**src/rtl/regfile_pkg.sv**
```systemverilog
// Shared constants and the byte-lane merge helper for the regfile_bank register file.
package regfile_pkg;

   localparam int unsigned DEF_WIDTH = 8;
   localparam int unsigned DEF_NREGS = 8;

   // Words are handled at the maximum width (64) so that every WIDTH can share one helper.
   function automatic logic [63:0] lane_merge(input logic [63:0] old_word,
                                              input logic [63:0] new_word,
                                              input logic [7:0]  strb);
      logic [63:0] merged;
      merged = old_word;
      for (int l = 0; l < 8; l++) begin
         if (strb[l]) begin
            merged[8*l +: 8] = new_word[8*l +: 8];
         end
      end
      return merged;
   endfunction

endpackage

```
**src/rtl/regfile_bank_if.sv**
```systemverilog
// Write/read bus of regfile_bank: clear, one strobed write port and two read ports.
interface regfile_bank_if #(
   parameter int unsigned WIDTH = 8,
   parameter int unsigned NREGS = 8
);
   localparam int unsigned AW = $clog2(NREGS);

   logic               clr;
   logic               we;
   logic [AW-1:0]      waddr;
   logic [WIDTH-1:0]   wdata;
   logic [WIDTH/8-1:0] wstrb;
   logic               re_a;
   logic [AW-1:0]      raddr_a;
   logic [WIDTH-1:0]   rdata_a;
   logic               rvalid_a;
   logic               re_b;
   logic [AW-1:0]      raddr_b;
   logic [WIDTH-1:0]   rdata_b;
   logic               rvalid_b;

   modport master (
      output clr, we, waddr, wdata, wstrb,
      output re_a, raddr_a, re_b, raddr_b,
      input  rdata_a, rvalid_a, rdata_b, rvalid_b
   );

   modport slave (
      input  clr, we, waddr, wdata, wstrb,
      input  re_a, raddr_a, re_b, raddr_b,
      output rdata_a, rvalid_a, rdata_b, rvalid_b
   );

endinterface

```
**src/rtl/regfile_rd_port.sv**
```systemverilog
// Registered read port: clear/bypass/storage select in front of the data and valid flops.
module regfile_rd_port
   import regfile_pkg::*;
#(
   parameter int unsigned WIDTH = 8,
   parameter int unsigned AW    = 3
) (
   input  logic               i_clk,
   input  logic               i_rst_n,
   input  logic               i_clr,
   input  logic               i_re,
   input  logic [AW-1:0]      i_raddr,
   input  logic [WIDTH-1:0]   i_mem_data,
   input  logic               i_we,
   input  logic [AW-1:0]      i_waddr,
   input  logic [WIDTH-1:0]   i_wdata,
   input  logic [WIDTH/8-1:0] i_wstrb,
   output logic [WIDTH-1:0]   o_rdata,
   output logic               o_rvalid
);

   logic [WIDTH-1:0] r_rdata;
   logic             r_rvalid;
   logic             w_hit;
   logic [WIDTH-1:0] w_rdata_d;

   // A same-cycle write to the read address returns the post-write value.
   always_comb begin
      w_hit     = i_we && (i_waddr == i_raddr);
      w_rdata_d = i_mem_data;
      if (i_clr) begin
         w_rdata_d = '0;
      end else if (w_hit) begin
         w_rdata_d = WIDTH'(lane_merge(64'(i_mem_data), 64'(i_wdata), 8'(i_wstrb)));
      end
   end

   always_ff @(posedge i_clk) begin
      if (!i_rst_n) begin
         r_rdata  <= '0;
         r_rvalid <= 1'b0;
      end else begin
         r_rvalid <= i_re;
         if (i_re) begin
            r_rdata <= w_rdata_d;
         end
      end
   end

   assign o_rdata  = r_rdata;
   assign o_rvalid = r_rvalid;

endmodule

```
**src/rtl/regfile_bank.sv**
```systemverilog
// NREGS x WIDTH register bank with one byte-strobed write port and two bypassed read ports.
// Optional REGFILE_ZERO_REG_EN: register 0 reads as zero and ignores writes.
module regfile_bank
   import regfile_pkg::*;
#(
   parameter int unsigned WIDTH = DEF_WIDTH,
   parameter int unsigned NREGS = DEF_NREGS
) (
   input logic           i_clk,
   input logic           i_rst_n,
   regfile_bank_if.slave bus
);

   localparam int unsigned AW = $clog2(NREGS);

   logic [WIDTH-1:0] r_mem [NREGS];
   logic             w_we_eff;
   logic [WIDTH-1:0] w_wr_word;
   logic [WIDTH-1:0] w_mem_a;
   logic [WIDTH-1:0] w_mem_b;

`ifdef REGFILE_ZERO_REG_EN
   // Blocking the write keeps r_mem[0] at zero, so the read paths need no special case.
   assign w_we_eff = bus.we && (bus.waddr != '0);
`else
   assign w_we_eff = bus.we;
`endif

   assign w_wr_word = WIDTH'(lane_merge(64'(r_mem[bus.waddr]), 64'(bus.wdata), 8'(bus.wstrb)));
   assign w_mem_a   = r_mem[bus.raddr_a];
   assign w_mem_b   = r_mem[bus.raddr_b];

   always_ff @(posedge i_clk) begin
      if (!i_rst_n || bus.clr) begin
         for (int unsigned i = 0; i < NREGS; i++) begin
            r_mem[i] <= '0;
         end
      end else if (w_we_eff) begin
         r_mem[bus.waddr] <= w_wr_word;
      end
   end

   regfile_rd_port #(
      .WIDTH (WIDTH),
      .AW    (AW)
   ) u_rd_a (
      .i_clk      (i_clk),
      .i_rst_n    (i_rst_n),
      .i_clr      (bus.clr),
      .i_re       (bus.re_a),
      .i_raddr    (bus.raddr_a),
      .i_mem_data (w_mem_a),
      .i_we       (w_we_eff),
      .i_waddr    (bus.waddr),
      .i_wdata    (bus.wdata),
      .i_wstrb    (bus.wstrb),
      .o_rdata    (bus.rdata_a),
      .o_rvalid   (bus.rvalid_a)
   );

   regfile_rd_port #(
      .WIDTH (WIDTH),
      .AW    (AW)
   ) u_rd_b (
      .i_clk      (i_clk),
      .i_rst_n    (i_rst_n),
      .i_clr      (bus.clr),
      .i_re       (bus.re_b),
      .i_raddr    (bus.raddr_b),
      .i_mem_data (w_mem_b),
      .i_we       (w_we_eff),
      .i_waddr    (bus.waddr),
      .i_wdata    (bus.wdata),
      .i_wstrb    (bus.wstrb),
      .o_rdata    (bus.rdata_b),
      .o_rvalid   (bus.rvalid_b)
   );

endmodule
```
**src/flat_wrapper.sv**
```systemverilog
// flat-port wrapper written by rule: the top's interface ports become plain ports
module regfile_bank_flat import regfile_pkg::*;
#(
   parameter int unsigned WIDTH = DEF_WIDTH,
   parameter int unsigned NREGS = DEF_NREGS
)
  (i_clk, i_rst_n, bus_clr, bus_we, bus_waddr, bus_wdata, bus_wstrb, bus_re_a, bus_raddr_a, bus_re_b, bus_raddr_b, bus_rdata_a, bus_rvalid_a, bus_rdata_b, bus_rvalid_b);
  regfile_bank_if #(.WIDTH(WIDTH), .NREGS(NREGS)) bus_i ();
  input logic i_clk;
  input logic i_rst_n;
  input wire logic [$bits(bus_i.clr)-1:0] bus_clr;
  input wire logic [$bits(bus_i.we)-1:0] bus_we;
  input wire logic [$bits(bus_i.waddr)-1:0] bus_waddr;
  input wire logic [$bits(bus_i.wdata)-1:0] bus_wdata;
  input wire logic [$bits(bus_i.wstrb)-1:0] bus_wstrb;
  input wire logic [$bits(bus_i.re_a)-1:0] bus_re_a;
  input wire logic [$bits(bus_i.raddr_a)-1:0] bus_raddr_a;
  input wire logic [$bits(bus_i.re_b)-1:0] bus_re_b;
  input wire logic [$bits(bus_i.raddr_b)-1:0] bus_raddr_b;
  output wire logic [$bits(bus_i.rdata_a)-1:0] bus_rdata_a;
  output wire logic [$bits(bus_i.rvalid_a)-1:0] bus_rvalid_a;
  output wire logic [$bits(bus_i.rdata_b)-1:0] bus_rdata_b;
  output wire logic [$bits(bus_i.rvalid_b)-1:0] bus_rvalid_b;
  assign bus_i.clr = bus_clr;
  assign bus_i.we = bus_we;
  assign bus_i.waddr = bus_waddr;
  assign bus_i.wdata = bus_wdata;
  assign bus_i.wstrb = bus_wstrb;
  assign bus_i.re_a = bus_re_a;
  assign bus_i.raddr_a = bus_raddr_a;
  assign bus_i.re_b = bus_re_b;
  assign bus_i.raddr_b = bus_raddr_b;
  assign bus_rdata_a = bus_i.rdata_a;
  assign bus_rvalid_a = bus_i.rvalid_a;
  assign bus_rdata_b = bus_i.rdata_b;
  assign bus_rvalid_b = bus_i.rvalid_b;
  regfile_bank #(.WIDTH(WIDTH), .NREGS(NREGS)) u_core (.i_clk(i_clk), .i_rst_n(i_rst_n), .bus(bus_i));
endmodule
```
**config.mk**
```make
export PLATFORM = sky130hd
export DESIGN_NAME = regfile_bank_flat
export DESIGN_NICKNAME = d
export VERILOG_FILES = /design/src/rtl/regfile_pkg.sv /design/src/rtl/regfile_bank_if.sv /design/src/rtl/regfile_rd_port.sv /design/src/rtl/regfile_bank.sv /design/src/flat_wrapper.sv
export SDC_FILE = /design/constraint.sdc
export NUM_CORES = 1
export LEC_CHECK = 0
export BUFFER_PORTS_ARGS = -buffer_cell sky130_fd_sc_hd__buf_2
export CAP_MARGIN = 20
export CORE_ASPECT_RATIO = 1.75
export CORE_MARGIN = 2
export CORE_UTILIZATION = 60
export DETAILED_ROUTE_END_ITERATION = 10
export HOLD_SLACK_MARGIN = 0.02
export PLACE_DENSITY_LB_ADDON = 0.15
export SYNTH_ARGS = -nofsm -noshare
export SYNTH_HDL_FRONTEND = slang
export SYNTH_HIERARCHICAL = 1
export SYNTH_SLANG_ARGS = --single-unit
```
**constraint.sdc**
```tcl
create_clock -name i_clk -period 2.6 [get_ports i_clk]
set_input_delay 0.13 -clock i_clk [delete_from_list [all_inputs] [get_ports i_clk]]
set_output_delay 0.13 -clock i_clk [all_outputs]
set_load 0.05 [all_outputs]
```
Word-level counts from Yosys, hierarchy flattened. Memories as Yosys holds them, arrays and structs flattened. Index checks and enable logic that the tools add are counted. Widths: inputs -> output; s select.

Word-level logic and storage cells: 29. Register bits after elaboration: 18. Memories kept: 1. Bits of input ports: 24. RAM bits: 64.

Multiplexer cells: 15. Reduce and logical (&&, ||, !) cells: 6. Equal/unequal tests: 3.

Memory list: u_core.r_mem (depth 8, width 8, rd ports 2, clocked after memory_dff 0, write ports 8, RTL line regfile_bank.sv:16) `logic [WIDTH-1:0] r_mem [NREGS];`.

Operators by type and width (number): $mux 8 (8); $reduce_or 8->1 (1); $eq 3x3->1 (2); $mux 1 (6); $mux 3 (1); $logic_and 1x1->1 (2); $reduce_and 2->1 (1); $logic_not 1->1 (1); $logic_or 1x1->1 (1); $ne 1x1->1 const B (1).

Logic depth before layout (Yosys ltp).
Word-level depth: 7. Gate-level depth with buffers: 7. Mapped depth without buffers: 5.

Cells and area by module. The synthesis kept the hierarchy.

By module, submodules not included: regfile_bank (instances 1, cells each 232, area an instance 3638.5 µm²); regfile_rd_port (instances 2, cells each 62, area an instance 586.8 µm²).

Least setup slack after synthesis. No wires, ideal clock.

Path kind: in2reg. Start: input bus_waddr[0]. End: memory u_core.r_mem[7][0] (enable). Arrival time: 1.459 ns. Stages: 4. Buffers on the path: 2. Path slack: 0.755 ns. Setup time: 0.387 ns. Required time: 2.213 ns. Path through: buf_2 > clkinv_1 > clkbuf_1 > o31ai_1.

RTL lines: start: declaration (RTL line flat_wrapper.sv:13) `input wire logic [$bits(bus_i.waddr)-1:0] bus_waddr;`; end: declaration (RTL line regfile_bank.sv:16).

==> summary.md <==
| Metric | Value |
|---|---|
| Post-synth top area cell | edfxtp_1 |
| Worst slew margin | 0.5073 |
| Mean Syn Cell Area | 13.52 um^2 |
| Initial antenna violation count | 0 |
| Footprint of the multi-input gates | 2268 um^2 |
| TritonCTS Buffers | 9 |
| Initial DRC Count | 203 |
| # DRC | 0 |
| Seq/Total Area, Yosys | 0.4743 |
| Final period utilization | 0.7061 |
| Worst setup EP type | flip-flop |
| EDFF count, synth | 64 |
| Die X | 71.70 um |
| Vias in the first global route | 3330 |
| Initial Util | 0.6126 |
| Worst-Skew Late Latency | 340 ps |
| First-pass GRT wire length | 18370 um |
| Syn Inst Count | 356 |
| P_int | 2.380 mW |
| Net Count, Synth | 380 |
| Final cell count without fillers | 475 |
| IO Pins | 42 |
| Final net count | 404 |
| CP Launch Type | flip-flop |
| Post-CTS sizing | 0 |
| Sequential share of power | 0.472 |
| Yosys cell types | 27 |
| NetSw | 0.8250 mW |
| Routed WL | 11840 um |
| Vias | 3363 |
| Post-CTS setup buffer count | 0 |
| Placed insts | 459 |
| # hold bufs at CTS | 0 |
| Buffers on Ports | 41 |
| Leak | 2.073 nW |
| Gpl congestion | 0.8680 |
| Worst-margin pin slew | 736.5 ps |
| Clock Skew | 4.953 ps |
| Yosys top cell area share | 0.3994 |
| Final WS setup | 764.1 ps |
| Row count | 43 |
| Tot GR Track Use | 0.2880 |
| Power Density | 602.3 nW/um^2 |
| Ant diodes | 0 |
| # clock sinks | 82 |
| Max Cap Viol | 0 |
| DR vias/cell | 7.080 |
| Final hold vios | 0 |
| Required time of the critical path | 2810 ps |
| Hold Path Class | in -> reg |
| Area taken by flip-flops and latches | 2282 um^2 |
| Warnings, synthesis | 6 |
| Setup slack at placement | 517.4 ps |
| Area of the die | 8780 um^2 |
| #FFs+latches synth | 82 |
| Synth Flop Type | edfxtp_1 |
| CTS tree | done |
| Max Root-Sink Buffers | 2 |
| Status | finished clean |
| Root Buffer | clkbuf_16 |
| Dpl hpwl | 8700 um |
| Final Max Tran Viols | 0 |
| Setup-failing EPs final | 0 |
| Routed Antenna Nets | 0 |
| Ranking of synthesized cells by area | edfxtp_1 40%, mux4_1 16%, nor4_1 8.3% |
| Layout cell share with drive strength beyond 1 | 0.2883 |
| Clock power share | 0.393 |
| Largest net degree at the start of global routing | 49 |
| Post-Syn Area | 4812 um^2 |
| Pwr Total | 3.205 mW |
| Drt first pass iters | 7 |
| H-tree depth | 3 |
| Layout fillers | 573 |
| Sw Share | 0.2574 |
| Data arrival, critical path | 2050 ps |
| Core Area | 7855 um^2 |
| Comb power frac | 0.136 |
| Die H | 122.5 um |
| Share of flip-flops with an asynchronous set or reset | 0 |
| WS Path Type | reg -> reg |
| Total Neg Setup Slack | 0 ps |
| Total congestion overflow | 0 |
| Achievable Freq | 544.7 MHz |
| Unrepaired setup endpoints after global routing | false |
| Tmin final | 1836 ps |
| Clk slew on worst S/H paths | 60 ps |
| Worst-path fanout max | 2 |
| Layout area overhead | 10.58% |
| WL/cell | 24.93 um |
| Peak VDD IR | 415.1 uV |
per-stage QoR:
stage / area, um^2 / hold slack, ps / utilization
4_1_cts: 5321 / 81.66 / 0.6774
6_report: 5321 / 90.76 / 0.6774
5_1_grt: 5321 / 93.20 / 0.6774
2_1_floorplan: 4812 / 299.9 / -
3_5_place_dp: 5027 / 439.5 / 0.6400
3_3_place_gp: 5027 / 439.4 / 0.6400
flip-flops by register name (all words and copies together), names as in the netlist:
name                    flops
u_core/u_rd_a/o_rdata       8
u_core/u_rd_a/o_rvalid      1
u_core/r_mem               64
u_core/u_rd_b/o_rvalid      1
u_core/u_rd_b/o_rdata       8
synthesized netlist by cell type, types with 10 or more instances:
cell type and number:
nand2_1 35, and4b_1 16, o41ai_1 16, mux4_1 29, clkbuf_1 24, mux2_2 16
edfxtp_1 64, dfxtp_1 18, nor4_1 64, o211ai_2 16, buf_1 10
path summary, 6_finish.rpt:
path | cells past startpoint | from | slack (ps) | to
hold / removal | 3 | bus_wdata[6] | 90 | u_core/u_rd_b/o_rdata[6]
hold reg to reg | 2 | u_core/u_rd_a/o_rdata[5] | 450 | u_core/u_rd_a/o_rdata[5]
setup / recovery | 5 | u_core/r_mem[3][0] | 760 | u_core/u_rd_b/o_rdata[0]
setup reg to reg | 5 | u_core/r_mem[3][0] | 760 | u_core/u_rd_b/o_rdata[0]
cell type report:
class	instances	area share
Timing Repair Buffer	56	0.06207
Multi-Input combinational cell	222	0.4263
Inverter	9	0.006348
Clock buffer	9	0.04232
Sequential cell	82	0.4289
Tap cell	90	0.02116
Clock inverter	7	0.01293
kinds of logic after synthesis:
family                    count (synthesis)  synth area share
muxes                                    48            0.2098
buffers and inverters                    52           0.05434
xor gates and xnor gates                  6           0.01404
DFF                                      82            0.4743
and+or+nand+nor                         128            0.1643
AOI/OAI and AO/OA                        40           0.08320
power by group through the flow:
stage               combinational (mW)  clock (mW)  sequential, mW
floorplan                        0.272           0            1.56
CTS                              0.433        1.28            1.51
finish                           0.436        1.26            1.51
detailed placement               0.432           0            1.54
global placement                 0.420           0            1.53
global route                     0.461        1.32            1.52
worst max-delay path, cell delays in order (launching register included):
cell,delay [ps]
edfxtp_1,420
mux4_1,610
mux2_2,300
and4b_1,170
o41ai_1,80
o211ai_2,140
metal layers:
layer	up-vias	wire, um	global-route usage
met5	-	0	0
met4	0	739	0.1910
met1	1629	4406	0.3380
li1	1560	-	-
met2	141	6031	0.4774
met3	33	665	0.05172
cell usage in the layout (no fill, tap or decap), types with 3 or more instances in the layout:
cell type,count
nand2_1,35
o41ai_1,16
nor4_1,64
buf_4,14
mux4_1,29
dfxtp_1,18
edfxtp_1,64
mux4_2,3
buf_2,41
nor2b_1,3
o211ai_2,16
inv_1,8
mux2_2,16
clkbuf_16,9
and4b_1,16
o31ai_1,8
xor2_1,4
Note: power is estimated with default switching activity, not from simulation.
